## config.mk

```make
export PLATFORM = sky130hd
export DESIGN_NAME = seg_scan_ctrl
export DESIGN_NICKNAME = d
export VERILOG_FILES = /design/src/rtl/seg_scan_pkg.sv /design/src/rtl/seg_scan_ctrl_seg7_decode.sv /design/src/rtl/seg_scan_ctrl.sv
export SDC_FILE = /design/constraint.sdc
export NUM_CORES = 1
export LEC_CHECK = 0
export BUFFER_PORTS_ARGS = -buffer_cell sky130_fd_sc_hd__buf_2
export CORE_MARGIN = 4
export CORE_UTILIZATION = 55
export DETAILED_ROUTE_END_ITERATION = 6
export PLACE_DENSITY_LB_ADDON = 0.2
export SLEW_MARGIN = 25
export SYNTH_ARGS = -nofsm -noshare
export SYNTH_HDL_FRONTEND = slang
export SYNTH_SLANG_ARGS = --single-unit
```

## constraint.sdc

```tcl
create_clock -name wb_clk_i -period 3.88 [get_ports wb_clk_i]
set_input_delay 0.388 -clock wb_clk_i [delete_from_list [all_inputs] [get_ports wb_clk_i]]
set_output_delay 0.388 -clock wb_clk_i [all_outputs]
set_load 0.02 [all_outputs]
```

## src/rtl/seg_scan_pkg.sv

```systemverilog
// seg_scan_pkg: shared register map, scan states and hex segment table
package seg_scan_pkg;
  localparam logic [7:0] REG_CTRL = 8'h00;
  localparam logic [7:0] REG_DATA = 8'h04;
  localparam logic [7:0] REG_RAW  = 8'h08;
  localparam logic [7:0] REG_DIV  = 8'h0C;
  localparam int CTRL_EN    = 0;
  localparam int CTRL_BLANK = 1;
  localparam int CTRL_HEX   = 2;
  typedef enum logic [1:0] {IDLE, SHOW, GAP} scan_state_t;
  localparam logic [6:0] HEX_SEG [16] = '{
    7'h3F, 7'h06, 7'h5B, 7'h4F, 7'h66, 7'h6D, 7'h7D, 7'h07,
    7'h7F, 7'h6F, 7'h77, 7'h7C, 7'h39, 7'h5E, 7'h79, 7'h71
  };
endpackage

```

## src/rtl/seg_scan_ctrl_seg7_decode.sv

```systemverilog
// seg7_decode: nibble to segments a..g lookup
module seg7_decode
  import seg_scan_pkg::*;
(
  input  logic [3:0] nib,
  output logic [6:0] seg
);
  assign seg = HEX_SEG[nib];
endmodule

```

## src/rtl/seg_scan_ctrl.sv

```systemverilog
// seg_scan_ctrl: wishbone-configured multiplexed seven-segment scanner
module seg_scan_ctrl
  import seg_scan_pkg::*;
#(
  parameter int          DIGITS    = 4,
  parameter logic [31:0] BASE_ADDR = 32'h3000_0000,
  parameter logic [15:0] DIV_RESET = 16'd1000,
  parameter int          GUARD     = 2
) (
  input  logic                wb_clk_i,
  input  logic                wb_rst_n,
  input  logic                wbs_stb_i,
  input  logic                wbs_cyc_i,
  input  logic                wbs_we_i,
  input  logic [3:0]          wbs_sel_i,
  input  logic [31:0]         wbs_adr_i,
  input  logic [31:0]         wbs_dat_i,
  output logic                wbs_ack_o,
  output logic [31:0]         wbs_dat_o,
  output logic [6:0]          seg_out,
  output logic [DIGITS-1:0]   dig_sel,
  output logic [7+DIGITS-1:0] io_oeb
);
  localparam logic [31:0] DATA_MASK = 32'((64'd1 << (4 * DIGITS)) - 64'd1);
  localparam logic [31:0] RAW_MASK  = 32'h7F7F_7F7F & 32'((64'd1 << (8 * DIGITS)) - 64'd1);
  logic [2:0]        ctrl_r;
  logic [31:0]       data_r, raw_r, rdata, wmask;
  logic [15:0]       div_r, div_lat, cnt, nxt_cnt;
  logic [1:0]        idx, nxt_idx;
  logic [6:0]        seg_lat, dec;
  logic [7:0]        off;
  logic [DIGITS-1:0] sel_oh;
  logic              hit, show_entry;
  scan_state_t       state, nxt_state;
  // Block spans 256 bytes so addresses past DIV still ack and read zero
  assign hit   = wbs_stb_i && wbs_cyc_i && !wbs_ack_o && (wbs_adr_i[31:8] == BASE_ADDR[31:8]);
  assign off   = wbs_adr_i[7:0];
  assign wmask = {{8{wbs_sel_i[3]}}, {8{wbs_sel_i[2]}}, {8{wbs_sel_i[1]}}, {8{wbs_sel_i[0]}}};
  function automatic logic [31:0] merge(input logic [31:0] old, input logic [31:0] d, input logic [31:0] m);
    return (old & ~m) | (d & m);
  endfunction
  // Read mux with unused bits and offsets returning zero
  always_comb begin
    rdata = (off == REG_CTRL) ? {29'd0, ctrl_r} :
            (off == REG_DATA) ? data_r :
            (off == REG_RAW)  ? raw_r :
            (off == REG_DIV)  ? {16'd0, div_r} : 32'd0;
  end
  // Register file and single-cycle ack; writes commit on the ack edge
  always_ff @(posedge wb_clk_i or negedge wb_rst_n) begin
    if (!wb_rst_n) begin
      wbs_ack_o <= 1'b0;
      wbs_dat_o <= '0;
      ctrl_r    <= '0;
      data_r    <= '0;
      raw_r     <= '0;
      div_r     <= DIV_RESET;
    end else begin
      wbs_ack_o <= hit;
      wbs_dat_o <= (hit && !wbs_we_i) ? rdata : '0;
      if (hit && wbs_we_i && off == REG_CTRL) ctrl_r <= 3'(merge({29'd0, ctrl_r}, wbs_dat_i, wmask));
      if (hit && wbs_we_i && off == REG_DATA) data_r <= merge(data_r, wbs_dat_i, wmask) & DATA_MASK;
      if (hit && wbs_we_i && off == REG_RAW)  raw_r  <= merge(raw_r, wbs_dat_i, wmask) & RAW_MASK;
      if (hit && wbs_we_i && off == REG_DIV)  div_r  <= 16'(merge({16'd0, div_r}, wbs_dat_i, wmask));
    end
  end
  // Scan next-state: dwell counter, digit wrap, and EN drop to IDLE from anywhere
  always_comb begin
    nxt_state = state;
    nxt_cnt   = cnt;
    nxt_idx   = idx;
    if (!ctrl_r[CTRL_EN]) begin
      nxt_state = IDLE;
      nxt_cnt   = '0;
      nxt_idx   = '0;
    end else if (state == IDLE) begin
      nxt_state = SHOW;
    end else if (state == SHOW) begin
      nxt_state = (cnt == div_lat - 16'd1) ? GAP : SHOW;
      nxt_cnt   = (cnt == div_lat - 16'd1) ? 16'd0 : cnt + 16'd1;
    end else begin
      nxt_state = (cnt == 16'(GUARD - 1)) ? SHOW : GAP;
      nxt_cnt   = (cnt == 16'(GUARD - 1)) ? 16'd0 : cnt + 16'd1;
      nxt_idx   = (cnt != 16'(GUARD - 1)) ? idx : (idx == 2'(DIGITS - 1)) ? 2'd0 : idx + 2'd1;
    end
    show_entry = (nxt_state == SHOW) && (state != SHOW);
    sel_oh     = DIGITS'(1) << idx;
  end
  seg7_decode u_dec (
    .nib (data_r[{nxt_idx, 2'b00} +: 4]),
    .seg (dec)
  );
  // Scan state, dwell counter and digit index
  always_ff @(posedge wb_clk_i or negedge wb_rst_n) begin
    if (!wb_rst_n) begin
      state <= IDLE;
      cnt   <= '0;
      idx   <= '0;
    end else begin
      state <= nxt_state;
      cnt   <= nxt_cnt;
      idx   <= nxt_idx;
    end
  end
  // Segments and dwell length are frozen at SHOW entry so writes never tear a digit
  always_ff @(posedge wb_clk_i or negedge wb_rst_n) begin
    if (!wb_rst_n) begin
      seg_lat <= '0;
      div_lat <= 16'd1;
    end else if (show_entry) begin
      seg_lat <= ctrl_r[CTRL_HEX] ? dec : raw_r[{nxt_idx, 3'b000} +: 7];
      div_lat <= (div_r == 16'd0) ? 16'd1 : div_r;
    end
  end
  // Registered pad outputs, one cycle behind the scan state
  always_ff @(posedge wb_clk_i or negedge wb_rst_n) begin
    if (!wb_rst_n) begin
      seg_out <= '0;
      dig_sel <= '0;
      io_oeb  <= '1;
    end else begin
      seg_out <= (state == SHOW && !ctrl_r[CTRL_BLANK]) ? seg_lat : '0;
      dig_sel <= (state == SHOW) ? sel_oh : '0;
      io_oeb  <= {(7 + DIGITS){state == IDLE}};
    end
  end
endmodule
```

==> summary.md <==
| Metric | Value |
|---|---|
| Status | `finished clean` |
| Die area | `around 0.016 mm²` |
| Synth unique cells | `68` |
| Most common cell after layout, fill and taps aside | `dfrtp_1` |
| Crit share post-route | `0.895` |
| Fmax | `0.288 GHz` |
| Compound-gate portion of the synthesized area | `0.101` |
| Setup violators final | `0` |
| Power Density | `around 360 mW/mm²` |
| Number of synthesis warnings | `0` |
| Post-Synth XOR/XNOR Area | `0.0256` |
| Main synth FF type | `dfrtp_1` |
| Most Crowded Layer GR | `met2` |
| Setup TNS | `0 ns` |
| Worst-Margin Slew | `0.916 ns` |
| Met3 Use GR | `0.0527` |
| RePlAce Congestion | `about 0.90` |
| Cell Chain, Critical Path | `ha_1 -> nor4b_1 -> and4_1 -> mux2i_2 -> mux2i_1 -> mux2i_2 -> buf_4 -> ha_1 -> mux2_2 -> a211o_1 -> a21oi_1` |
| Worst-Skew Late Latency | `about 0.42 ns` |
| Number of iterations in the first detailed-routing pass | `5` |
| Sequential-to-total area share from yosys stat | `0.475` |
| Num CTS Buffers | `17` |
| Initial antenna violation count | `0` |
| Synth Area in Simple Gates | `0.176` |
| Register bit total from synthesis | `149` |
| CP Class | `reg2reg` |
| Post-Place Cell Area | `0.00856 mm²` |
| GRT met2 Usage | `0.428` |
| Initial core utilization | `0.565` |
| Startpoint class of the critical path | `register` |
| Post-Place Cells | `1024` |
| Average size of a mapped cell | `10.4 µm²` |
| Syn Inst Count | `759` |
| Final non-filler cell total | `1059` |
| Reg clk slew, reported paths | `0.06 ns` |
| Most used cells in the layout excluding fill and tap cells | `141 x dfrtp_1, 122 x buf_2, 84 x nand2_1` |
| Share of cells above drive strength 1 | `0.309` |
| DRC | `0` |
| Routed WL | `20700 µm` |
| Final instance area | `0.00918 mm²` |
| Crit. Startpoint | `cnt[0]` |
| CTS H-tree depth | `4` |
| Relative slew slack | `0.389` |
| Pin count of the biggest net entering global routing | `98` |
| PortBufs | `123` |
| Std cell rows | `43` |
| ANT nets after route | `0` |
| R2R cell count | `11` |
| Vias | `~6400` |
| CP arrival | `3.81 ns` |
| Fin crit period | `3.47 ns` |
| GRT Total Usage | `0.259` |
| Slew Viols, Final | `0` |
| Largest family of logic cells by synthesized area | `simple AND/OR/NAND/NOR gates` |
| Num ports | `roughly 130` |
| Clk sink count | `149` |
| Vias per cell | `6.03` |
| CP max stage delay | `slightly above 0.5 ns` |
| TritonCTS clock tree | `yes` |
| Detailed router's first-iteration violation count | `519` |
| R2r startpoint | `cnt[0]` |
| Final hold violations | `0` |
| Horiz. Die Dim | `128 µm` |
| Worst EP required | `~4.2 ns` |
| Worst vdd ir | `0.000531 V` |
| DP HPWL | `15000 µm` |
| # nets final | `953` |
| CP delay by family, top | `multiplexers` |
| R2R Setup Slk | `0.41 ns` |
| LEAKAGE | `between 4 and 5 nW` |
| Die Ht | `128 µm` |
| Detailed-route wire length per cell | `roughly 20 µm` |
| # diodes | `0` |
| Post-CTS Hold Fix Bufs | `0` |
| HP Class | `in2async` |
| Slowest stage cell, crit path | `mux2i_2` |
| First-pass GRT wire length | `33300 µm` |
| MaxCap Viol Count | `0` |
| Post-synth EDFFs | `0` |
| Crit. End Element | `register` |
| Asr flop ratio synth | `1.00` |
| Unrepaired setup endpoints after global routing | `no` |
| Crit path buf inv count | `1` |
| Synth Area in Adders | `0.0223` |
| Area growth, synth to finish | `16.6%` |
| FF-to-FF End | `seg_lat[5]` |
| Clock Path Buffers | `2` |
| Mux cell area share after synthesis | `0.156` |
| Post-Syn Area | `0.00787 mm²` |
| Gr ovfl total | `0` |
| Clk_skew | `0.00741 ns` |
| Worst-path fanout max | `7` |
| Clock Tree Root | `clkbuf_16` |
| CORE AREA | `0.0139 mm²` |
| M1 GR Usage | `0.340` |
| Number of global-route vias before repair | `6433` |
how the worst max path moves through the flow:
stage	to	slack [ns]	cells after the start
after floorplan	seg_lat[5]	0.45	13
final	seg_lat[5]	0.41	11
after global routing	seg_lat[0]	0.11	13
after CTS	seg_lat[5]	0.27	11
after global placement	seg_lat[5]	0.35	12
after detailed placement	seg_lat[5]	0.30	11
worst register-to-register path: cells and delay by family (launching register included):
family | cells | cell delay (ns)
flip-flops | 1 | 0.46
buffers and inverters | 1 | 0.17
AND/OR/NAND/NOR | 2 | 0.67
adder cells (fa/ha/maj) | 2 | 0.46
multiplexers | 4 | 1.24
AO/OA/AOI/OAI | 2 | 0.41
cells in the mapped netlist, types with 12 or more instances:
master | n | area share
a21oi_1 | 22 | 0.014
nor2_1 | 62 | 0.030
mux2_2 | 77 | 0.11
xor2_1 | 12 | 0.013
clkbuf_1 | 25 | 0.012
buf_4 | 14 | 0.013
dfrtp_1 | 141 | 0.45
and2_1 | 26 | 0.021
nor3_1 | 13 | 0.0083
nor4_1 | 15 | 0.012
nand3_1 | 14 | 0.0089
o21ai_0 | 24 | 0.015
nand2_1 | 84 | 0.040
mux2i_1 | 27 | 0.034
and3_1 | 16 | 0.013
ha_1 | 14 | 0.022
inv_1 | 14 | 0.0067
a22oi_1 | 16 | 0.015
through the flow:
| step | utilization | hold slack [ns] | setup slack, ns | power (mW) |
|---|---|---|---|---|
| floorplan | - | 0.0924 | 0.455 | 1.60 |
| global placement | 0.615 | 0.470 | 0.350 | 1.68 |
| detailed placement | 0.615 | 0.480 | 0.303 | 1.68 |
| CTS | 0.657 | 0.100 | 0.269 | 3.28 |
| global route | 0.659 | 0.149 | 0.113 | 3.37 |
| finish | 0.659 | 0.0613 | 0.409 | 3.26 |
layout make-up:
cell class | instances | area (µm²)
Clock buffer | 18 | 439
Fill cell | 1098 | 4760
Tap cell | 180 | 225
Sequential cell | 149 | 3740
Inverter | 15 | 56.3
Timing Repair Buffer | 141 | 757
Multi-Input combinational cell | 542 | 3810
Clock inverter | 14 | 148
cells by family (layout without fill, tap and decap cells):
logic type | Yosys count | in the layout
multiplexers | 108 | 108
AND/OR/NAND/NOR | 278 | 278
XOR/XNOR | 23 | 23
adder cells (fa/ha/maj) | 14 | 14
flip-flops | 149 | 149
other | 1 | 2
buffers and inverters | 69 | 188
AO/OA/AOI/OAI | 117 | 117
timing repair:
action,4_1_cts,5_1_grt
endpoints found under the setup margin,0,2
gates resized for setup,0,1
buffers inserted,0,3
layer usage:
metal  vias up  part of all wire
met3        40             0.061
li1       2911                 -
met4         0             0.027
met2       289              0.49
met5         -                 0
met1      3146              0.42
where the power goes:
part | internal, mW | switching [mW]
Combinational | 0.0342 | 0.0635
Clock | 0.918 | 0.691
Sequential | 1.55 | 0.00000000183
Note: power is estimated with default switching activity, not from simulation.
